[src/rtl/regfile_wb_arbiter.sv]
// Write-back arbiter: merges pipeline single writes and buffered mul/div pair writes
// onto the register file's shared write port, with register-0 guard and starvation stall.
module regfile_wb_arbiter #(
    parameter int WIDTH        = 32,
    parameter int DEPTH        = 2,
    parameter int STARVE_LIMIT = 4
) (
    input  logic             clk,
    input  logic             rst_n,
    input  logic             pipe_we,
    input  logic [4:0]       pipe_wa,
    input  logic [WIDTH-1:0] pipe_wd,
    input  logic             md_valid,
    output logic             md_ready,
    input  logic [4:0]       md_wa1,
    input  logic [4:0]       md_wa2,
    input  logic [WIDTH-1:0] md_wd1,
    input  logic [WIDTH-1:0] md_wd2,
    output logic             rf_we,
    output logic [4:0]       rf_w1,
    output logic [4:0]       rf_w2,
    output logic [WIDTH-1:0] rf_din1,
    output logic [WIDTH-1:0] rf_din2,
    output logic             stall_req,
    output logic             busy
);

    localparam int AW = $clog2(DEPTH);
    localparam int CW = AW + 1;
    localparam int WW = $clog2(STARVE_LIMIT + 1);
    localparam logic [CW-1:0] FULL  = CW'(DEPTH);
    localparam logic [WW-1:0] LIMIT = WW'(STARVE_LIMIT);

    typedef enum logic [1:0] {S_IDLE, S_PEND, S_STARVE} state_t;

    logic [4:0]       r_mem_wa1 [DEPTH];
    logic [4:0]       r_mem_wa2 [DEPTH];
    logic [WIDTH-1:0] r_mem_wd1 [DEPTH];
    logic [WIDTH-1:0] r_mem_wd2 [DEPTH];
    logic [AW-1:0]    r_head;
    logic [AW-1:0]    r_tail;
    logic [CW-1:0]    r_count;
    logic [WW-1:0]    r_wait_cnt;
    state_t           r_state;

    logic             r_rf_we;
    logic [4:0]       r_rf_w1;
    logic [4:0]       r_rf_w2;
    logic [WIDTH-1:0] r_rf_din1;
    logic [WIDTH-1:0] r_rf_din2;

    logic             w_empty;
    logic             w_accept;
    logic             w_sel_head;
    logic             w_sel_bypass;
    logic             w_push;
    logic             w_pop;
    logic             w_blocked;
    logic [CW-1:0]    w_count_next;
    logic [4:0]       w_src_wa1;
    logic [4:0]       w_src_wa2;
    logic [WIDTH-1:0] w_src_wd1;
    logic [WIDTH-1:0] w_src_wd2;
    logic             w_issue_we;
    logic [4:0]       w_issue_w1;
    logic [4:0]       w_issue_w2;
    logic [WIDTH-1:0] w_issue_d1;
    logic [WIDTH-1:0] w_issue_d2;
    state_t           w_next_state;
    logic [WW-1:0]    w_next_wait;
    logic             w_stall;

    assign w_empty      = (r_count == '0);
    assign md_ready     = (r_count != FULL);
    assign busy         = !w_empty;
    assign w_accept     = md_valid && md_ready;
    assign w_sel_head   = !pipe_we && !w_empty;
    assign w_sel_bypass = !pipe_we && w_empty && md_valid;
    assign w_push       = w_accept && !w_sel_bypass;
    assign w_pop        = w_sel_head;
    assign w_blocked    = pipe_we && !w_empty;

    always_comb begin
        w_count_next = r_count;
        if (w_push && !w_pop) begin
            w_count_next = r_count + CW'(1);
        end else if (w_pop && !w_push) begin
            w_count_next = r_count - CW'(1);
        end
    end

    always_comb begin
        if (w_sel_head) begin
            w_src_wa1 = r_mem_wa1[r_head];
            w_src_wa2 = r_mem_wa2[r_head];
            w_src_wd1 = r_mem_wd1[r_head];
            w_src_wd2 = r_mem_wd2[r_head];
        end else begin
            w_src_wa1 = md_wa1;
            w_src_wa2 = md_wa2;
            w_src_wd1 = md_wd1;
            w_src_wd2 = md_wd2;
        end
    end

    // A zero destination in a pair is folded onto its partner so register 0 is never written.
    always_comb begin
        w_issue_we = 1'b0;
        w_issue_w1 = '0;
        w_issue_w2 = '0;
        w_issue_d1 = '0;
        w_issue_d2 = '0;
        if (pipe_we) begin
            w_issue_we = (pipe_wa != 5'd0);
            w_issue_w1 = pipe_wa;
            w_issue_w2 = pipe_wa;
            w_issue_d1 = pipe_wd;
            w_issue_d2 = pipe_wd;
        end else if (w_sel_head || w_sel_bypass) begin
            w_issue_we = (w_src_wa1 != 5'd0) || (w_src_wa2 != 5'd0);
            w_issue_w1 = (w_src_wa1 == 5'd0) ? w_src_wa2 : w_src_wa1;
            w_issue_d1 = (w_src_wa1 == 5'd0) ? w_src_wd2 : w_src_wd1;
            w_issue_w2 = (w_src_wa2 == 5'd0) ? w_src_wa1 : w_src_wa2;
            w_issue_d2 = (w_src_wa2 == 5'd0) ? w_src_wd1 : w_src_wd2;
        end
    end

    always_ff @(posedge clk) begin
        if (w_push) begin
            r_mem_wa1[r_tail] <= md_wa1;
            r_mem_wa2[r_tail] <= md_wa2;
            r_mem_wd1[r_tail] <= md_wd1;
            r_mem_wd2[r_tail] <= md_wd2;
        end
    end

    always_ff @(posedge clk or negedge rst_n) begin
        if (!rst_n) begin
            r_head  <= '0;
            r_tail  <= '0;
            r_count <= '0;
        end else begin
            if (w_push) begin
                r_tail <= r_tail + AW'(1);
            end
            if (w_pop) begin
                r_head <= r_head + AW'(1);
            end
            r_count <= w_count_next;
        end
    end

    always_ff @(posedge clk or negedge rst_n) begin
        if (!rst_n) begin
            r_rf_we   <= 1'b0;
            r_rf_w1   <= '0;
            r_rf_w2   <= '0;
            r_rf_din1 <= '0;
            r_rf_din2 <= '0;
        end else begin
            r_rf_we <= w_issue_we;
            if (w_issue_we) begin
                r_rf_w1   <= w_issue_w1;
                r_rf_w2   <= w_issue_w2;
                r_rf_din1 <= w_issue_d1;
                r_rf_din2 <= w_issue_d2;
            end
        end
    end

    assign rf_we   = r_rf_we;
    assign rf_w1   = r_rf_w1;
    assign rf_w2   = r_rf_w2;
    assign rf_din1 = r_rf_din1;
    assign rf_din2 = r_rf_din2;

    always_ff @(posedge clk or negedge rst_n) begin
        if (!rst_n) begin
            r_state    <= S_IDLE;
            r_wait_cnt <= '0;
        end else begin
            r_state    <= w_next_state;
            r_wait_cnt <= w_next_wait;
        end
    end

    // wait_cnt only advances while the head is held off; it saturates once STARVE is entered.
    always_comb begin
        w_next_state = r_state;
        w_next_wait  = r_wait_cnt;
        case (r_state)
            S_IDLE: begin
                if (w_count_next != '0) begin
                    w_next_state = S_PEND;
                end
            end
            S_PEND: begin
                if (w_pop) begin
                    w_next_wait  = '0;
                    w_next_state = (w_count_next != '0) ? S_PEND : S_IDLE;
                end else if (w_blocked) begin
                    w_next_wait = r_wait_cnt + WW'(1);
                    if (r_wait_cnt + WW'(1) == LIMIT) begin
                        w_next_state = S_STARVE;
                    end
                end
            end
            S_STARVE: begin
                if (w_pop) begin
                    w_next_wait  = '0;
                    w_next_state = (w_count_next != '0) ? S_PEND : S_IDLE;
                end
            end
            default: begin
                w_next_state = S_IDLE;
                w_next_wait  = '0;
            end
        endcase
    end

    always_comb begin
        w_stall = (r_state == S_STARVE);
    end

    assign stall_req = w_stall;

endmodule
[config.mk]
export PLATFORM = sky130hd
export DESIGN_NAME = regfile_wb_arbiter
export DESIGN_NICKNAME = d
export VERILOG_FILES = /design/src/rtl/regfile_wb_arbiter.sv
export SDC_FILE = /design/constraint.sdc
export NUM_CORES = 1
export LEC_CHECK = 0
export ABC_AREA = 1
export CAP_MARGIN = 10
export CORE_ASPECT_RATIO = 0.7
export CORE_MARGIN = 2
export CORE_UTILIZATION = 37
export CTS_BUF_LIST = sky130_fd_sc_hd__clkbuf_4
export CTS_CLUSTER_SIZE = 14
export DETAILED_ROUTE_END_ITERATION = 12
export PLACE_DENSITY = 0.71
export SKIP_LAST_GASP = 1
export SLEW_MARGIN = 30
export SYNTH_ARGS = -nofsm -noshare
export SYNTH_HDL_FRONTEND = slang
export SYNTH_SLANG_ARGS = --single-unit
[constraint.sdc]
create_clock -name clk -period 5.6 [get_ports clk]
set_input_delay 0.56 -clock clk [delete_from_list [all_inputs] [get_ports clk]]
set_output_delay 0.56 -clock clk [all_outputs]
set_load 0.005 [all_outputs]
==> results by group, run 1 <==
Outcome
  – Status: completed

Worst setup path
  – Critical path required time: about 6.3 ns
  – Worst EP arrival: roughly 4.7 ns
  – Max FO, Critical Path: between 70 and 80
  – RR Endpoint: rf_din1[24]$_DFFE_PN0P_
  – Crit. End Element: register
  – Setup crit start kind: register
  – Worst r2r src: r_head$_DFFE_PN0N_
  – R2R setup slack: 1.57 ns
  – Crit Path Class: reg2reg
  – Worst Reg-to-Reg Cells: 11

Placement
  – GP Congestion: ~0.85
  – Post-DP HPWL: roughly 23 mm
  – Cells after DPL: around 2,000
  – Port Buf Inserts: about 190
  – Worst slack, placed: about 1.6 ns
  – DP Area: around 0.014 sq mm

Clock tree
  – Clk sinks: ~230
  – # Post-CTS Setup Buffers: 0
  – Worst-skew pair later-pin latency: between 0.7 and 0.8 ns
  – CTS H-tree lvls: 2
  – Total CTS buffers: roughly 60
  – Hold-fix buffers at CTS: 1
  – CTS tree: built
  – Number of gates resized after cts: 0
  – CTS Buffer Depth: 3
  – Root buffer cell: clkbuf_4
  – Clock-pin slew on the worst setup and hold paths: 0.07 ns

Finish
  – Commonest non-fill, non-tap cell in the layout: nor2_1
  – Fin nets: 1,750
  – Cell Count, Final, Fillers Out: approximately 2,100
  – Syn-to-layout area delta: 25.1%
  – Final core utilization: 0.466
  – Share of cells above drive strength 1: 0.0850
  – Fin area: between 0.01 and 0.015 sq mm
  – Most frequent cells in the layout: nor2_1 (378), nand2_1 (315), nand3_1 (230)

Pwr
  – PwrDens: 456 mW/mm^2
  – Worst VDD drop: roughly 0.00032 V
  – Leakage: roughly 6.5 nW
  – Tot Pwr: between 6 and 7 mW

STA
  – Final Hold Slack: between 0.3 and 0.4 ns
  – Final WS setup: approximately 1.6 ns
  – Fin. Hold Viols: 0
  – RSZ-0062 raised after global routing: no
  – Relative slew slack: 0.322
  – Slew @ Worst Pin: about 1.0 ns
  – Worst clock skew: ~0.06 ns
  – Setup violators final: 0
  – Final setup TNS: 0 ns
  – Period utilization: 0.719
  – Tmin final: around 4 ns
  – Pins over their slew limit: 0
  – Peak Freq: 248 MHz

Route
  – Antenna viol nets, final: 0
  – Drt first pass iters: 5
  – Drt drc: 0
  – Vias post-DR: approximately 11,000
  – 1st-iter DRT viols: ~950
  – Drt total wl: about 37 mm
  – Vias/cell: about 5.1
  – Routed length per instance: 17.8 um

Synth
  – Yosys top cell by area: edfxtp_1
  – Synth top area cells: edfxtp_1 (37%), dfrtp_1 (18%), nor2_1 (12%), nand2_1 (9.9%), nand3_1 (9.6%)
  – Cell variety after synth: 27
  – Register bit total from synthesis: 232
  – Syn Nets: 1,572
  – Synthesis Warnings: 0
  – Mapped Area: 0.0119 sq mm
  – Average size of a mapped cell: slightly above 8 sq um
  – Gate Count Post-Synth: 1,453
  – Share of the synthesized area in the top cell type: 0.372
  – Register area share after synthesis: 0.548

Floorplan
  – Die Span Y: 154 um
  – Core Region: about 0.032 sq mm
  – Die width: approximately 220 um
  – Die area: 0.0338 sq mm
  – Starting density of the core: 0.373
  – Cell Rows: 55
  – # IOs: between 150 and 200

Hold path
  – Hold WC Path Type: in2async

GRT
  – Congestion Overflow GR: 0
  – Pin count of the biggest net entering global routing: 76
  – Initial antenna violation count: 1
  – Total GRT Usage: 0.223
  – Vias in the first global route: ~10,000
  – First-pass GRT wire length: ~58 mm

Job
  – Max-cap viol count: 0
==> area by class of cell <==
| cell class | instances | area (sq um) |
|---|---|---|
| multi-input combinational | 1035 | 4610 |
| sequential | 232 | 6550 |
| clock inverter | 12 | 45.0 |
| tap | 427 | 534 |
| timing repair buffer | 209 | 2100 |
| antenna | 2 | 5.00 |
| clock buffer | 100 | 751 |
| fill | 3181 | 17100 |
| inverter | 94 | 353 |
==> state kept, by name, indices dropped and copies added, names as in the netlist, 2 cells and up <==
| signal | flops |
|---|---|
| r_mem_wd1 | 64 |
| r_state | 2 |
| r_wait_cnt | 3 |
| r_mem_wa1 | 10 |
| r_mem_wa2 | 10 |
| rf_din2 | 32 |
| rf_w1 | 5 |
| rf_din1 | 32 |
| r_mem_wd2 | 64 |
| r_count | 2 |
| rf_w2 | 5 |
==> routing by layer <==
layer  track usage  vias up  wire length (um)
met5             0        -                 0
li1              -     5101                 -
met1         0.307     5018             16500
met3        0.0588       69              3640
met2         0.338      508             16300
met4        0.0779        0              1000
==> cell usage after synthesis <==
library cell	instances
nor2_1	385
nand2_1	316
nand3_1	230
edfxtp_1	148
inv_1	91
dfrtp_1	84
o21bai_1	64
clkbuf_1	37
buf_2	29
buf_6	15
o21ai_0	12
buf_1	10
a21oi_1	6
ha_1	4
inv_2	3
nand2_2	3
nor2_4	3
xor2_1	3
nand3_2	2
buf_4	1
nand2b_1	1
nand4_1	1
nor4_1	1
o211ai_1	1
o21ai_1	1
o21ai_2	1
xnor2_1	1
==> report_power, final <==
group	switching [mW]	total (mW)	internal (mW)	leakage (nW)
clock	0.719	1.52	0.799	0.487
combinational	1.74	2.74	1.00	3.63
sequential	0.242	2.56	2.32	2.39
==> worst max-delay path by stage <==
stage / start / to / slack (ns) / depth (start not counted)
finish: r_head$_DFFE_PN0N_ / rf_din1[24]$_DFFE_PN0P_ / 1.57 / 11
global route: r_head$_DFFE_PN0N_ / rf_din2[22]$_DFFE_PN0P_ / 1.26 / 11
CTS: r_head$_DFFE_PN0N_ / rf_din1[6]$_DFFE_PN0P_ / 1.64 / 11
detailed placement: pipe_we / rf_din2[27]$_DFFE_PN0P_ / 1.64 / 13
global placement: r_head$_DFFE_PN0N_ / rf_din1[24]$_DFFE_PN0P_ / 1.78 / 12
floorplan: pipe_we / r_mem_wa1[0][0]$_DFFE_PP_ / 0.98 / 3
==> cells by family after synthesis <==
logic type | count (synthesis) | share of synthesized area
flip-flops | 232 | 0.548
buffers and inverters | 186 | 0.0712
adder cells (fa/ha/maj) | 4 | 0.00419
XOR/XNOR | 4 | 0.00293
AO/OA/AOI/OAI | 85 | 0.0495
AND/OR/NAND/NOR | 942 | 0.324
==> worst max-delay path, stage by stage, from the launching register on <==
cell and delay (ns):
dfrtp_2 0.84, inv_2 0.25, nand2_1 0.12, nand3_1 0.07, nand2_1 0.16, nand3_2 0.75, nor2_4 0.47, nand2_1 0.15
nand2_4 0.09, buf_4 0.66, nand3_1 0.17, nand2_1 0.11
Note: power is estimated with default switching activity, not from simulation.
==> run 2, diff against run 1 <==
==> constraint.sdc (replaced) <==
create_clock -name clk -period 3.9 [get_ports clk]
set_input_delay 0.39 -clock clk [delete_from_list [all_inputs] [get_ports clk]]
set_output_delay 0.39 -clock clk [all_outputs]
set_load 0.005 [all_outputs]
==> run 2 against run 1 <==
Critical endpoint is now rf_din2[27]$_DFFE_PN0P_; global-route usage fell by 0.55 points; total power rose by 44%; count of clock-buffer cells in the layout rose by 5; largest cell class unchanged; cell count rose by 0.33%; worst setup slack got worse by 0.58 ns; clock power rose by 45%; utilization rose by 0.20 points; critical path type unchanged.
==> results by group, run 2 (synthesis results as in run 1) <==
STA
  – Final setup TNS: 0 ns (unchanged)
  – Slew @ Worst Pin: 1.03 ns (+0.0126 ns)
  – Pins over their slew limit: 0 (unchanged)
  – Worst clock skew: 0.0285 ns (-0.0307 ns)
  – Period utilization: 0.747 (+0.0275)
  – Peak Freq: 343 MHz (+38%)
  – Relative slew slack: 0.314 (-0.00842)
  – Setup violators final: 0 (unchanged)
  – RSZ-0062 raised after global routing: no
  – Fin. Hold Viols: 0 (unchanged)
  – Tmin final: 2.91 ns (-1.12 ns)

Pwr
  – Combinational power share: 0.407 (+0.005)
  – Switching pwr: 3.86 mW (+43%)
  – Clk pwr share: 0.224 (about the same)
  – Worst VDD drop: 0.000491 V (+52%)
  – Register share of total power: 0.369 (-0.006)
  – Sw Ratio: 0.392 (-0.00370)
  – Leakage: 6.54 nW (+0.69%)
  – Pint: 5.98 mW (+45%)
  – PwrDens: 655 mW/mm^2 (+44%)

Route
  – 1st-iter DRT viols: 949 (-0.42%)
  – Antenna viol nets, final: 0 (unchanged)
  – Drt first pass iters: 5 (unchanged)
  – Drt total wl: 37.0 mm (-1.2%)
  – Routed length per instance: 17.5 um (-1.6%)
  – Vias/cell: 5.06 (about the same)
  – Vias post-DR: 10,723 (+0.25%)
  – Drt drc: 0 (unchanged)

Clock tree
  – Clk sinks: 232 (unchanged)
  – CTS H-tree lvls: 2 (unchanged)
  – Number of gates resized after cts: 0 (unchanged)
  – CTS Buffer Depth: 3 (unchanged)
  – Worst-skew pair later-pin latency: 0.71 ns (-0.04 ns)
  – CTS tree: built
  – Clock-pin slew on the worst setup and hold paths: 0.07 ns (about the same)
  – Total CTS buffers: 59 (unchanged)
  – Root buffer cell: clkbuf_4

Floorplan
  – Die Span Y: 154 um (unchanged)
  – Die width: 219 um (unchanged)
  – Cell Rows: 55 (unchanged)
  – Starting density of the core: 0.373 (unchanged)
  – Die area: 0.0338 sq mm (unchanged)
  – # IOs: 193 (unchanged)
  – Core Region: 0.0321 sq mm (unchanged)

Outcome
  – Status: completed

Worst setup path
  – CP startpoint: r_count[0]$_DFF_PN0_
  – Crit Path Class: reg2reg
  – Setup crit start kind: register
  – R2R setup slack: 0.99 ns (-0.58 ns)
  – Worst Reg-to-Reg Cells: 12 (+1)
  – Worst r2r src: r_count[0]$_DFF_PN0_
  – RR Endpoint: rf_din2[27]$_DFFE_PN0P_
  – Max FO, Critical Path: 41 (-45%)
  – Crit path to: rf_din2[27]$_DFFE_PN0P_
  – Crit. End Element: register
  – Worst EP arrival: 3.56 ns (-1.12 ns)
  – Critical path required time: 4.54 ns (-1.71 ns)

GRT
  – Pin count of the biggest net entering global routing: 75 (-1.3%)
  – Total GRT Usage: 0.217 (-0.00546)
  – Initial antenna violation count: 2 (+1)
  – First-pass GRT wire length: 56.9 mm (-2.5%)
  – Congestion Overflow GR: 0 (unchanged)
  – Vias in the first global route: 10,475 (-0.019%)

Placement
  – Post-DP HPWL: 23.5 mm (+0.30%)
  – GP Congestion: 0.849 (-0.25%)
  – Port Buf Inserts: 192 (unchanged)

Finish
  – Share of cells above drive strength 1: 0.0918 (+0.00675)
  – Most frequent cells in the layout: nor2_1 (378), nand2_1 (315), nand3_1 (230)
  – Fin nets: 1,759 (+0.51%)
  – Commonest non-fill, non-tap cell in the layout: nor2_1
  – Final core utilization: 0.468 (+0.00199)
  – Top flop regs: r_mem_wd1: 64 flops, r_mem_wd2: 64 flops
  – Syn-to-layout area delta: 25.6%

Job
  – Max-cap viol count: 0 (unchanged)

Hold path
  – Hold WC Path Type: in2async
## run 2: cell count changes in the layout (fill, tap and decap cells not counted), sizes merged
cell    before  now
clkbuf     100  105
buf         18   27
clkinv       9    5
inv         97   94
## run 2: final cells by class
type	count	area, sq um
fill	3197	17100
sequential	232	6550
multi-input combinational	1035	4610
timing repair buffer	218	2150
clock buffer	105	788
tap	427	534
inverter	94	353
clock inverter	5	20.0
antenna	2	5.00
## run 2: repair_timing
item,4_1_cts,5_1_grt
buffers inserted,0,0
hold buffers,1,0
hold endpoints to repair,57,0
endpoints found under the setup margin,0,0
## run 2: worst min path at each step
stage                                start                          to  cells past startpoint
floorplan                            rst_n        r_count[0]$_DFF_PN0_                      0
finish                               rst_n     rf_din2[28]$_DFFE_PN0P_                      2
global route                    md_wd1[21]  r_mem_wd1[0][21]$_DFFE_PP_                      1
global placement    rf_din2[2]$_DFFE_PN0P_      rf_din2[2]$_DFFE_PN0P_                      2
CTS                             md_wd1[20]  r_mem_wd1[0][20]$_DFFE_PP_                      1
detailed placement  rf_din1[2]$_DFFE_PN0P_      rf_din1[2]$_DFFE_PN0P_                      2
## run 2: layer usage
metal	GRT usage	wire [um]
met1	0.299	16100
met2	0.339	16600
met3	0.0570	3730
met4	0.0598	516
met5	0	0
## run 2: power by group through the flow
stage	sequential, mW	clock (mW)	combinational [mW]
2_1_floorplan	3.64	0	2.46
3_3_place_gp	3.66	0	3.85
3_5_place_dp	3.68	0	3.94
4_1_cts	3.63	2.26	3.95
5_1_grt	3.69	2.40	4.45
6_report	3.63	2.20	4.01
## run 2: critical path, stage by stage (launching register included)
cell and delay [ns]:
dfrtp_1 0.37, inv_1 0.11, ha_1 0.26, nor2_4 0.12, buf_4 0.27, o21ai_2 0.22, nand2_2 0.10, nor2_4 0.18
nand2_1 0.12, nand2_4 0.37, buf_4 0.47, nand3_1 0.14, nand2_1 0.09
## run 2: stage by stage
| stage | cell area (sq um) | setup slack [ns] | std cells | hold slack (ns) | power, mW |
|---|---|---|---|---|---|
| 5_1_grt | 15000 | 0.659 | 2117 | 0.234 | 10.5 |
| 6_report | 15000 | 0.987 | 2118 | 0.294 | 9.84 |
| 3_3_place_gp | 14100 | 1.11 | 2003 | 0.491 | 7.51 |
| 2_1_floorplan | 11900 | -0.569 | 1453 | 0.0944 | 6.10 |
| 3_5_place_dp | 14100 | 0.988 | 2003 | 0.492 | 7.62 |
| 4_1_cts | 15000 | 0.961 | 2114 | 0.223 | 9.85 |
